==> src/rtl/bram_arbiter_if.sv <==
// bram_arbiter_if: one requester port of the BRAM arbiter (request, payload, ack, read data)
interface bram_arbiter_if;
  logic        req;
  logic [3:0]  we;
  logic [31:0] adr;
  logic [31:0] wdat;
  logic        ack;
  logic [31:0] rdat;
  modport master(output req, we, adr, wdat, input ack, rdat);
  modport slave(input req, we, adr, wdat, output ack, rdat);
endinterface

==> src/rtl/bram_arbiter.sv <==
// bram_arbiter: round-robin two-master sequencer for the single-port user BRAM
// with a fixed DELAYS-cycle access window and a one-cycle ack.
module bram_arbiter #(
  parameter int DELAYS = 10
) (
  input  logic        clk,
  input  logic        rst,
  bram_arbiter_if.slave m0,
  bram_arbiter_if.slave m1,
  output logic        bram_en,
  output logic [3:0]  bram_we,
  output logic [31:0] bram_adr,
  output logic [31:0] bram_di,
  input  logic [31:0] bram_do,
  output logic        busy,
  output logic        grant
);
  typedef enum logic [1:0] {IDLE, ACCESS, ACK} state_t;
  state_t      state_q, state_d;
  logic [3:0]  cnt_q, cnt_d, we_q, we_d;
  logic [31:0] adr_q, adr_d, wdat_q, wdat_d, rdat_q, rdat_d;
  logic        last_q, last_d, grant_q, grant_d, pick;
  always_comb begin
    pick    = (m0.req && m1.req) ? !last_q : m1.req;
    state_d = state_q;
    cnt_d   = cnt_q;
    we_d    = we_q;
    adr_d   = adr_q;
    wdat_d  = wdat_q;
    rdat_d  = rdat_q;
    last_d  = last_q;
    grant_d = grant_q;
    case (state_q)
      IDLE: if (m0.req || m1.req) begin
        state_d = ACCESS;
        cnt_d   = 4'd0;
        grant_d = pick;
        last_d  = pick;
        we_d    = pick ? m1.we : m0.we;
        adr_d   = pick ? m1.adr : m0.adr;
        wdat_d  = pick ? m1.wdat : m0.wdat;
      end
      ACCESS: begin
        cnt_d = cnt_q + 4'd1;
        if (cnt_q == 4'(DELAYS - 1)) begin
          rdat_d  = bram_do;
          state_d = ACK;
        end
      end
      default: state_d = IDLE;
    endcase
  end
  always_ff @(posedge clk) begin
    if (rst) begin
      state_q <= IDLE;
      cnt_q   <= 4'd0;
      we_q    <= 4'd0;
      adr_q   <= 32'd0;
      wdat_q  <= 32'd0;
      rdat_q  <= 32'd0;
      last_q  <= 1'b1;
      grant_q <= 1'b0;
    end else begin
      state_q <= state_d;
      cnt_q   <= cnt_d;
      we_q    <= we_d;
      adr_q   <= adr_d;
      wdat_q  <= wdat_d;
      rdat_q  <= rdat_d;
      last_q  <= last_d;
      grant_q <= grant_d;
    end
  end
  // Reset gates enable, strobe and acks combinationally so an interrupted access stops at once.
  assign bram_en  = !rst && state_q == ACCESS;
  assign bram_we  = (bram_en && cnt_q == 4'd0) ? we_q : 4'd0;
  assign bram_adr = adr_q;
  assign bram_di  = wdat_q;
  assign busy     = state_q != IDLE;
  assign grant    = grant_q;
  assign m0.ack   = !rst && state_q == ACK && !grant_q;
  assign m1.ack   = !rst && state_q == ACK && grant_q;
  assign m0.rdat  = rdat_q;
  assign m1.rdat  = rdat_q;
endmodule
==> src/flat_wrapper.sv <==
// flat-port wrapper written by rule: the top's interface ports become plain ports
module bram_arbiter_flat 
#(
  parameter int DELAYS = 10
)
  (clk, rst, bram_en, bram_we, bram_adr, bram_di, bram_do, busy, grant, m0_req, m0_we, m0_adr, m0_wdat, m0_ack, m0_rdat, m1_req, m1_we, m1_adr, m1_wdat, m1_ack, m1_rdat);
  bram_arbiter_if m0_i ();
  bram_arbiter_if m1_i ();
  input  logic clk;
  input  logic rst;
  output logic bram_en;
  output logic [3:0] bram_we;
  output logic [31:0] bram_adr;
  output logic [31:0] bram_di;
  input  logic [31:0] bram_do;
  output logic busy;
  output logic grant;
  input wire logic [$bits(m0_i.req)-1:0] m0_req;
  input wire logic [$bits(m0_i.we)-1:0] m0_we;
  input wire logic [$bits(m0_i.adr)-1:0] m0_adr;
  input wire logic [$bits(m0_i.wdat)-1:0] m0_wdat;
  output wire logic [$bits(m0_i.ack)-1:0] m0_ack;
  output wire logic [$bits(m0_i.rdat)-1:0] m0_rdat;
  input wire logic [$bits(m1_i.req)-1:0] m1_req;
  input wire logic [$bits(m1_i.we)-1:0] m1_we;
  input wire logic [$bits(m1_i.adr)-1:0] m1_adr;
  input wire logic [$bits(m1_i.wdat)-1:0] m1_wdat;
  output wire logic [$bits(m1_i.ack)-1:0] m1_ack;
  output wire logic [$bits(m1_i.rdat)-1:0] m1_rdat;
  assign m0_i.req = m0_req;
  assign m0_i.we = m0_we;
  assign m0_i.adr = m0_adr;
  assign m0_i.wdat = m0_wdat;
  assign m0_ack = m0_i.ack;
  assign m0_rdat = m0_i.rdat;
  assign m1_i.req = m1_req;
  assign m1_i.we = m1_we;
  assign m1_i.adr = m1_adr;
  assign m1_i.wdat = m1_wdat;
  assign m1_ack = m1_i.ack;
  assign m1_rdat = m1_i.rdat;
  bram_arbiter #(.DELAYS(DELAYS)) u_core (.clk(clk), .rst(rst), .m0(m0_i), .m1(m1_i), .bram_en(bram_en), .bram_we(bram_we), .bram_adr(bram_adr), .bram_di(bram_di), .bram_do(bram_do), .busy(busy), .grant(grant));
endmodule
==> config.mk <==
export PLATFORM = sky130hd
export DESIGN_NAME = bram_arbiter_flat
export DESIGN_NICKNAME = d
export VERILOG_FILES = /design/src/rtl/bram_arbiter_if.sv /design/src/rtl/bram_arbiter.sv /design/src/flat_wrapper.sv
export SDC_FILE = /design/constraint.sdc
export NUM_CORES = 1
export LEC_CHECK = 0
export BUFFER_PORTS_ARGS = -buffer_cell sky130_fd_sc_hd__buf_4
export CORE_AREA = 2 2 118 120
export CTS_CLUSTER_SIZE = 16
export DETAILED_ROUTE_END_ITERATION = 8
export DIE_AREA = 0 0 120 122
export PLACE_DENSITY = 0.73
export SLEW_MARGIN = 20
export SYNTH_ARGS = -nofsm -noshare
export SYNTH_HDL_FRONTEND = slang
export SYNTH_SLANG_ARGS = --single-unit
export TNS_END_PERCENT = 20
==> constraint.sdc <==
create_clock -name clk -period 1.9 [get_ports clk]
set_clock_uncertainty 0.2 [all_clocks]
set_input_delay 0.38 -clock clk [delete_from_list [all_inputs] [get_ports clk]]
set_output_delay 0.38 -clock clk [all_outputs]
set_load 0.02 [all_outputs]
Word-level counts from Yosys, hierarchy flattened. Index checks and enable logic that the tools add are counted.

$add $sub $neg: 1. Equal/unequal tests: 5. Mux-type cells: 10. Reductions and logical operators: 18.

Operator list (count): $mux 32 (2); $mux 4 (3); $pmux 4 s2 (1); $reduce_and 2->1 (4); $logic_and 1x1->1 (6); $add 4x1->4 const B (1); $eq 4x4->1 const B (1); $logic_not 4->1 (1); $mux 2 (2); $ne 2x1->1 const B (2); $pmux 2 s2 (1); $reduce_bool 2->1 (2); $logic_not 1->1 (3); $eq 2x1->1 const B (1); $eq 2x2->1 const B (1); $logic_not 2->1 (1); $logic_or 1x1->1 (1); $mux 1 (1).

Bits in registers: 108. Output and inout bits: 137.

Logic depth before layout (Yosys ltp).
Depth in word-level cells: 4. Depth in mapped cells: 6. Depth with buffers taken out: 5.

Worst setup path before layout. Ideal clock, no wire load.

Path type: input to output. From: input rst. To: output m0_ack. Data arrival time: 1482 ps. Data required time: 1320 ps. Slack: -162 ps. Stages on the path: 3. Cells stage by stage: clkbuf_1 > clkbuf_1 > nor4b_1.

Word-level cells in the longest chain between the ends: 3.

Ends and longest elaborated chain: start, declared (line flat_wrapper.sv:10) `input logic rst;`; $logic_not 1->1 (line bram_arbiter.sv:81) `assign m0.ack = !rst && state_q == ACK && !grant_q;`; $logic_and 1x1->1 (2 in a row) (line bram_arbiter.sv:81); end, declared (line flat_wrapper.sv:22) `output wire logic [$bits(m0_i.ack)-1:0] m0_ack;`.

No other way between the ends.

Final worst setup path.
From: register u_core.cnt_q[0]. To: output bram_we[1].

Word-level cells in the longest chain between the ends: 3.

Ends and longest elaborated chain: start, declared (line bram_arbiter.sv:20) `logic [3:0] cnt_q, cnt_d, we_q, we_d;`; start signal, assigned (line bram_arbiter.sv:65) `cnt_q <= cnt_d;`; $logic_not 4->1 (line bram_arbiter.sv:76) `assign bram_we = (bram_en && cnt_q == 4'd0) ? we_q : 4'd0;`; $logic_and 1x1->1 (line bram_arbiter.sv:76); $mux 4 (line bram_arbiter.sv:76); end, declared (line flat_wrapper.sv:12) `output logic [3:0] bram_we;`.

No other way between the ends.

==> run_results.csv <==
group,metric,value,unit
sta,slew_headroom,0.619,
die,dieWidth,120,um
global_routing,antenna_found_initial,0,
run_status,failed_checks,"setup timing",
cells_and_area,nNetsFinal,1041,
die,start_util,0.382,
critical_path,worstSetupEndpointType,"output port",
global_routing,grt_use_total,0.214,
yosys,ys_top_cells_by_area,"dfxtp_1 (42%), a311oi_1 (12%), nand2_1 (10%), nand2b_1 (8.0%), a21oi_1 (6.9%)",
sta,grt_setup_unrepaired,"yes",
global_routing,grt_pass1_wl,25.0,mm
pwr,clkPwrFrac,0.321,
drt,wl,16.8,mm
yosys,synthesis.nets,788,
drt,vias,5293,
yosys,synth.distinct_cells,30,
yosys,ys_ff_latch,108,
pwr,switching_power,1.64,mW
sta,setup_viol,4,
cells_and_area,n_antenna_cell,0,
cells_and_area,finalNonFillerCells,1051,
sta,final.setup.tns,-1120,ps
cells_and_area,final_cell_mix,"buf_4 (321), nand2_1 (138), dfxtp_1 (106), a21oi_1 (71), a311oi_1 (68)",
die,die_area,0.0146,mm2
yosys,ys_warn_count,0,
placement,placed_cells,1032,
sta,tightestPinTransition,571,ps
critical_path,path_max_fanout,4,
sta,fmax,457,MHz
yosys,ys_async_sr_fraction,0,
die,io_pins,309,
pwr,peakVddDrop,384,uV
cells_and_area,design_area,0.00782,mm2
sta,period_share,1.15,
yosys,synth_edf_count,0,
pwr,p_comb_frac,0.242,
cells_and_area,drive_gt1_frac,0.414,
worst_hold_path,holdCritPathClass,"primary input to flop",
pwr,switching_share,0.285,
global_routing,grt_pass1_vias,5017,
drt,wl_per_cell,15.9,um
clock_tree,cts.sinks,108,
drt,drtPass1Iterations,4,
clock_tree,cts_tree,"built",
pwr,seq_power_share,0.437,
drt,drtIter0Drc,194,
critical_path,path_class,"flop to output port",
cells_and_area,fin_util,0.579,
pwr,finalPower,5.77,mW
die,placeableCoreArea,0.0135,mm2
placement,place.gp.congestion,0.794,
job,maxCapViolations,0,
drt,routed_via_density,5.04,
placement,port_buffers,308,
yosys,yosysTopAreaCell,"dfxtp_1",
critical_path,startpoint_type,"flop",
pwr,powerDensity,737,mW/mm2
die,num_rows,43,
pwr,power.leakage,3.49,nW
pwr,intPower,4.12,mW
placement,dp_hpwl,11.6,mm
die,die_h,122,um
cells_and_area,final_common_cell,"buf_4",
critical_path,critPathRequiredTime,1320,ps
clock_tree,htreeDepth,3,
cells_and_area,fill_cells,1283,
sta,finalHoldViolCount,0,
critical_path,critPathArrivalTime,1610,ps
clock_tree,root_buffer,"clkbuf_16",
sta,period_needed,2190,ps
cells_and_area,ff_latch_area,0.00217,mm2
cells_and_area,syn_to_final_growth,51.7,%
placement,place_area,0.00743,mm2
yosys,syn_avg_cell_area,8.41,um2
sta,hold_slack,92.9,ps
placement,dp_slack,-0.426,ps
run_status,status,"finished with violations",
yosys,synth_top_area_share,0.419,
global_routing,grt_max_degree,69,
clock_tree,clock_path_buffers,2,
clock_tree,cts-buffers-inserted,9,
yosys,syn-instance-count,613,
drt,ant_nets,0,
clock_tree,insertion_delay,340,ps
yosys,synthFlopType,"dfxtp_1",
yosys,syn_area,0.00515,mm2
sta,fin_ws,-287,ps
cells_and_area,multi_input_area,0.00255,mm2
yosys,yosysSeqAreaShare,0.419,
drt,drc,0,
clock_tree,clk_pin_slew,70,ps
global_routing,grt-ovfl-total,0,
sta,slew_violations,0,
[registers in the layout, summed over array words and instances, names as in the netlist]
name / count
u_core.last_q: 1
u_core.state_q: 2
u_core.bram_adr: 32
u_core.m0.rdat: 32
u_core.we_q: 4
u_core.grant: 1
u_core.bram_di: 32
u_core.cnt_q: 4
[what timing repair did]
action / 4_1_cts / 5_1_grt
pin swaps: 0 / 4
resized for setup: 7 / 15
endpoints found under the setup margin: 4 / 5
setup buffers: 0 / 3
hold buffers: 0 / 0
[critical path, stage by stage, from the launching register on]
cell	delay [ps]
dfxtp_4	360
inv_4	70
ha_4	140
nand2b_4	60
nor4_4	220
buf_4	170
and2_4	140
buf_6	110
[routing by layer]
layer / GRT usage / routed length [um]
met5: 0 / 0
met4: 0.0831 / 340
met3: 0.0632 / 1380
met2: 0.375 / 8420
met1: 0.244 / 6620
[cells by family after synthesis]
logic type	after synthesis	synth area share
simple gates	228	0.209
compound gates	150	0.200
flops	108	0.419
buf+inv	92	0.101
mux	32	0.0621
fa+ha+maj	3	0.00728
[path summary, 6_finish.rpt]
| path | startpoint | end | cells after the start | slack [ps] |
|---|---|---|---|---|
| worst max-delay path | u_core.cnt_q[0] | bram_we[1] | 7 | -290 |
| worst min-delay path | m0_adr[15] | u_core.bram_adr[15] | 3 | 90 |
| worst max register to register | u_core.state_q[1] | u_core.bram_adr[31] | 6 | 130 |
| worst min register to register | u_core.m0.rdat[26] | u_core.m0.rdat[26] | 2 | 290 |
[cells in the mapped netlist (2+ instances only)]
cell	count
clkbuf_1	27
nand3b_1	4
nand2_1	138
nand3_1	3
o211ai_1	4
nor2_2	3
inv_1	2
nand2b_1	66
nor2_1	3
a21oi_1	71
o21ai_0	2
mux2i_1	32
ha_1	3
and2_1	4
a31oi_1	2
buf_4	40
dfxtp_1	108
buf_2	22
a311oi_1	68
[layout make-up]
cell class	count	share of cell area
clock buffers	14	0.0312
clock inverters	2	0.00448
inverters	3	0.00208
multi-input cells	413	0.327
flip-flops and latches	108	0.278
well taps	180	0.0288
repair buffers	331	0.329
[power groups by stage]
stage | sequential (mW) | combinational, mW | clock [mW]
finish | 2.52 | 1.40 | 1.85
CTS | 2.52 | 1.38 | 1.90
floorplan | 2.73 | 0.527 | 0
detailed placement | 2.56 | 1.38 | 0
global placement | 2.56 | 1.37 | 0
global route | 2.53 | 1.50 | 2.00
Note: power is estimated with default switching activity, not from simulation.
